===== config.mk =====
export PLATFORM = sky130hd
export DESIGN_NAME = sdram_frame_writer
export DESIGN_NICKNAME = d
export VERILOG_FILES = /design/src/rtl/sdram_frame_writer.sv
export SDC_FILE = /design/constraint.sdc
export NUM_CORES = 1
export LEC_CHECK = 0
export ABC_AREA = 0
export CORE_UTILIZATION = 45
export DETAILED_ROUTE_END_ITERATION = 12
export PLACE_DENSITY = 0.86
export RECOVER_POWER = 50
export REMOVE_ABC_BUFFERS = 1
export SKIP_LAST_GASP = 1
export SYNTH_ARGS = -nofsm -noshare
export SYNTH_HDL_FRONTEND = slang
export SYNTH_SLANG_ARGS = --single-unit

===== constraint.sdc =====
create_clock -name clock -period 3.1 [get_ports clock]
set_clock_uncertainty 0.05 [all_clocks]
set_input_delay 0.93 -clock clock [delete_from_list [all_inputs] [get_ports clock]]
set_output_delay 0.93 -clock clock [all_outputs]
set_load 0.01 [all_outputs]

===== src/rtl/sdram_frame_writer.sv =====
// Back-buffer writer: streams 16-bit palette words into SDRAM over a req/ack handshake
// and flips the display/write buffers on new_frame once a full frame has landed.
// Optional FRAME_CLEAR_EN adds a hardware fill of the back buffer with a constant word.
module sdram_frame_writer #(
  parameter int unsigned WORDS_PER_LINE = 320,
  parameter int unsigned LINES          = 480,
  parameter logic [19:0] BASE_A         = 20'h9CD20,
  parameter logic [19:0] BASE_B         = 20'hC2520,
  parameter int unsigned ADDR_W         = 25
) (
  input  logic              clock,
  input  logic              reset,
  input  logic              new_frame,
  input  logic              pix_valid,
  input  logic              pix_sof,
  input  logic [15:0]       pix_data,
  output logic              pix_ready,
  output logic [ADDR_W-1:0] sdram_addr,
  output logic [15:0]       sdram_wdata,
  output logic              sdram_wr,
  input  logic              sdram_ac,
  input  logic              sdram_wait,
`ifdef FRAME_CLEAR_EN
  input  logic              clear_req,
  input  logic [15:0]       clear_data,
`endif
  output logic              frame_flip,
  output logic              frame_done,
  output logic              busy
);

  localparam int unsigned FRAME_WORDS = WORDS_PER_LINE * LINES;
  localparam int unsigned OFF_W       = (FRAME_WORDS > 1) ? $clog2(FRAME_WORDS) : 1;
  localparam logic [OFF_W-1:0] LAST_OFF = OFF_W'(FRAME_WORDS - 1);

`ifdef FRAME_CLEAR_EN
  typedef enum logic [1:0] {IDLE, REQ, REL, CLEAR} state_t;
`else
  typedef enum logic [1:0] {IDLE, REQ, REL} state_t;
`endif

  state_t             state_q, state_d;
  logic [OFF_W-1:0]   offset_q, offset_d;
  logic               flip_d, done_d;
  logic [ADDR_W-1:0]  addr_d;
  logic [15:0]        wdata_d;
  logic [19:0]        base;
  logic               clearing_q, clearing_d;

`ifdef FRAME_CLEAR_EN
  assign pix_ready = (state_q == IDLE) & ~sdram_wait & ~frame_done & ~reset & ~clear_req;
`else
  assign pix_ready = (state_q == IDLE) & ~sdram_wait & ~frame_done & ~reset;
  assign clearing_q = 1'b0;
`endif

  assign base = frame_flip ? BASE_B : BASE_A;

  // Next-state, offset and flip bookkeeping
  always_comb begin
    state_d    = state_q;
    offset_d   = offset_q;
    flip_d     = frame_flip;
    done_d     = frame_done;
    addr_d     = sdram_addr;
    wdata_d    = sdram_wdata;
    clearing_d = clearing_q;

    // Only a completed frame may be shown; completion and accept never overlap this.
    if (new_frame && frame_done) begin
      flip_d = ~frame_flip;
      done_d = 1'b0;
    end

    case (state_q)
      IDLE: begin
`ifdef FRAME_CLEAR_EN
        if (clear_req && !frame_done) begin
          offset_d   = '0;
          clearing_d = 1'b1;
          state_d    = CLEAR;
        end else
`endif
        if (pix_valid && pix_ready) begin
          wdata_d  = pix_data;
          offset_d = pix_sof ? '0 : offset_q;
          addr_d   = ADDR_W'(base) + ADDR_W'(offset_d);
          state_d  = REQ;
        end
      end
`ifdef FRAME_CLEAR_EN
      CLEAR: begin
        if (!sdram_wait) begin
          wdata_d = clear_data;
          addr_d  = ADDR_W'(base) + ADDR_W'(offset_q);
          state_d = REQ;
        end
      end
`endif
      REQ: begin
        if (sdram_ac) state_d = REL;
      end
      REL: begin
        if (!sdram_ac) begin
          if (offset_q == LAST_OFF) begin
            offset_d   = '0;
            done_d     = 1'b1;
            clearing_d = 1'b0;
            state_d    = IDLE;
          end else begin
            offset_d = offset_q + OFF_W'(1);
`ifdef FRAME_CLEAR_EN
            state_d  = clearing_q ? CLEAR : IDLE;
`else
            state_d  = IDLE;
`endif
          end
        end
      end
      default: state_d = IDLE;
    endcase
  end

  always_ff @(posedge clock) begin
    if (reset) begin
      state_q     <= IDLE;
      offset_q    <= '0;
      frame_flip  <= 1'b0;
      frame_done  <= 1'b0;
      sdram_addr  <= '0;
      sdram_wdata <= '0;
      sdram_wr    <= 1'b0;
      busy        <= 1'b0;
    end else begin
      state_q     <= state_d;
      offset_q    <= offset_d;
      frame_flip  <= flip_d;
      frame_done  <= done_d;
      sdram_addr  <= addr_d;
      sdram_wdata <= wdata_d;
      sdram_wr    <= (state_d == REQ);
      busy        <= (state_d == REQ) || (state_d == REL);
    end
  end

`ifdef FRAME_CLEAR_EN
  always_ff @(posedge clock) begin
    if (reset) clearing_q <= 1'b0;
    else       clearing_q <= clearing_d;
  end
`else
  logic unused_clearing;
  assign unused_clearing = clearing_d;
`endif

endmodule


==> results.py <==
metrics = {
    "floorplan": {
        "coreArea_um2": 6459,
        "num_rows": 29,
        "initial_utilization_pct": 47.54,
        "die_h_um": 84.60,
        "die-area_um2": 7157,
        "fp.dieW_um": 84.60,
        "ios": 69,
    },
    "clocking": {
        "cts_max_path_buffers": 2,
        "post-cts-setup-buffers": 0,
        "ctsResizeCount": 2,
        "cts_tree": "done",
        "cts_buffers": 9,
        "ctsHtreeMaxLevel": 3,
        "clk-insertion-delay-late_ns": 0.34,
        "ctsHoldBuffers": 0,
        "clk_pin_slew_ns": 0.07,
        "clock-root-buffer": "clkbuf_8",
        "clock-sinks": 61,
    },
    "power_and_ir_drop": {
        "vdd_ir_drop_max_mv": 0.2964,
        "powerDensity_nw_per_um2": 426.7,
        "fin_total_pwr_uw": 1748,
        "p_leak_uw": 0.001648,
    },
    "min_path": {
        "hold_path_class": "flop to flop",
    },
    "timing": {
        "slew_violations": 0,
        "rsz0062_at_grt": "false",
        "finalWorstSetupSlack_ns": 0.1771,
        "hold_ws_ns": 0.4017,
        "hold_viol": 0,
        "min_period_ns": 2.923,
        "timing.final.crit_share_pct": 94.29,
        "max_freq_mhz": 342.1,
        "setup-violations-final": 0,
        "tightest_slew_ns": 0.8182,
        "max_slew_margin_pct": 45.45,
    },
    "drt": {
        "vias": 2932,
        "drc": 0,
        "via_per_inst": 5.522,
        "ant_nets": 0,
        "first_iter_violations": 192,
        "dr.pass1.iters": 7,
        "routed_wl_um": 7431,
        "wl_per_cell_um": 13.99,
    },
    "worst_setup_path": {
        "worstReg2RegEnd": "offset_q[16]",
        "crit_type": "primary input to output pin",
        "cp-startpoint": "sdram_wait",
        "startpoint_type": "primary input",
        "end_kind": "output pin",
        "r2r_setup_slack_ns": 0.66,
        "arrival_ns": 1.94,
        "reg2reg_from": "offset_q[0]",
        "cp.required_ns": 2.12,
        "crit_end": "pix_ready",
        "r2r_cells": 7,
        "crit_fanout": 2,
    },
    "cells_and_area": {
        "area_growth_pct": 33.37,
        "final_cell_mix": "61 x dfxtp_1, 59 x nand2_1, 41 x a21oi_1, 41 x dlygate4sd3_1, 25 x nor2_1",
        "final_common_cell": "dfxtp_1",
        "drive_above_1_share_pct": 11.89,
        "fin_util_pct": 63.41,
        "multi_input_comb_area_um2": 1717,
        "seqCellArea_um2": 1221,
        "fill_cells": 519,
        "instances_no_fill": 531,
        "diodes": 0,
        "nets": 480,
    },
    "global_routing": {
        "grt_pass1_vias": 2739,
        "overflow": 0,
        "grt_pass1_wl_um": 12680,
        "grtUsageTotal_pct": 22.18,
        "antenna_found_initial": 0,
        "grt_max_degree": 51,
    },
    "logic_synthesis": {
        "syn_inst": 372,
        "ys_ff_latch": 61,
        "synth_cell_types": 61,
        "ys_async_sr_fraction_pct": 0,
        "syn_area_um2": 3070,
        "synth_ff_type": "dfxtp_1",
        "synth_edf_count": 0,
        "yosysWarnings": 0,
        "syn_avg_cell_area_um2": 8.254,
        "ys_seq_area_share_pct": 39.77,
    },
    "place": {
        "place_ws_ns": -0.2044,
        "port_buffers": 64,
        "gp_congestion": 0.9154,
        "dp.cells": 515,
        "dp_hpwl_um": 5174,
    },
    "run": {
        "cap_viol_max_count": 0,
    },
    "status": {
        "status": "finished clean",
    },
}
[logic make-up (layout without fill, tap and decap cells)]
kind of cell | after synthesis | after routing | synth area share [%]
muxes | 4 | 4 | 1.304
buffers and inverters | 31 | 110 | 4.890
other | 1 | 4 | 0.1221
xor gates and xnor gates | 10 | 10 | 2.853
AOI/OAI and AO/OA | 97 | 97 | 20.42
and+or+nand+nor | 160 | 160 | 27.38
DFF | 61 | 61 | 39.77
adders and majority gates | 8 | 8 | 3.260
[cells in the mapped netlist (2+ instances only)]
library cell	instances	share of area [%]
a21o_1	4	0.98
nor2_1	25	3.1
dfxtp_1	61	40
a221o_1	2	0.65
buf_4	5	1.2
xnor2_1	9	2.6
nand4_1	5	1.0
a21oi_1	41	6.7
nor3_1	10	1.6
a311oi_1	3	0.86
buf_1	3	0.37
nand3b_1	5	1.2
and2_1	3	0.61
nand2_1	59	7.2
a31oi_1	4	0.81
nand3_1	13	2.1
nand2b_1	5	1.0
nor4_1	2	0.41
and3_1	4	0.81
nor2b_1	11	2.2
or3_1	4	0.81
a211oi_1	8	2.0
mux2i_1	4	1.3
ha_1	8	3.3
a41oi_1	2	0.57
clkbuf_1	12	1.5
inv_1	4	0.49
buf_2	6	0.98
o21ai_0	18	2.9
[per-layer routing]
metal / vias up / routed length (µm) / GRT usage, % / share of wire, %
li1: 1474 / - / - / -
met1: 1351 / 3149 / 26.24 / 42
met2: 96 / 3789 / 38.51 / 51
met3: 11 / 383 / 6.096 / 5.2
met4: 0 / 108 / 8.012 / 1.5
met5: - / 0 / 0 / 0
[worst max-delay path, stage by stage]
cell             delay [ns]
clkdlybuf4s50_1        0.42
nor4_2                 0.17
and2_1                 0.16
dlygate4sd2_1          0.26
[how the worst min path moves through the flow]
stage / cells past startpoint / slack (ns) / end / startpoint
floorplan: 2 / 0.42 / sdram_addr[0] / sdram_addr[0]
global placement: 2 / 0.39 / sdram_addr[0] / sdram_addr[0]
detailed placement: 2 / 0.40 / sdram_wdata[0] / sdram_wdata[0]
CTS: 2 / 0.41 / sdram_wdata[0] / sdram_wdata[0]
global route: 2 / 0.42 / sdram_wdata[0] / sdram_wdata[0]
finish: 2 / 0.40 / sdram_wdata[7] / sdram_wdata[7]
[final cells by class]
class | instances | area share (%)
Clock buffer | 10 | 3.361
Clock inverter | 6 | 2.108
Sequential cell | 61 | 29.82
Timing Repair Buffer | 90 | 20.07
Inverter | 4 | 0.3666
Tap cell | 77 | 2.353
Multi-Input combinational cell | 283 | 41.92
[per-stage QoR]
stage | setup TNS, ns | instance area, µm²
final | 0 | 4095
after global routing | 0 | 4095
after CTS | 0 | 4103
after detailed placement | -0.5092 | 3874
after global placement | -0.2807 | 3874
after floorplan | 0 | 2947
[registers in the layout, indices dropped and copies added (netlist names)]
signal       flops
state_q          2
frame_flip       1
sdram_wr         1
busy             1
sdram_addr      21
sdram_wdata     16
offset_q        18
frame_done       1
[power breakdown]
| part | leakage [µW] | switching (µW) | internal (µW) |
|---|---|---|---|
| Clock | 0.000112 | 317 | 473 |
| Sequential | 0.000494 | 8.11 | 802 |
| Combinational | 0.00104 | 74.4 | 73.5 |
Note: power is estimated with default switching activity, not from simulation.
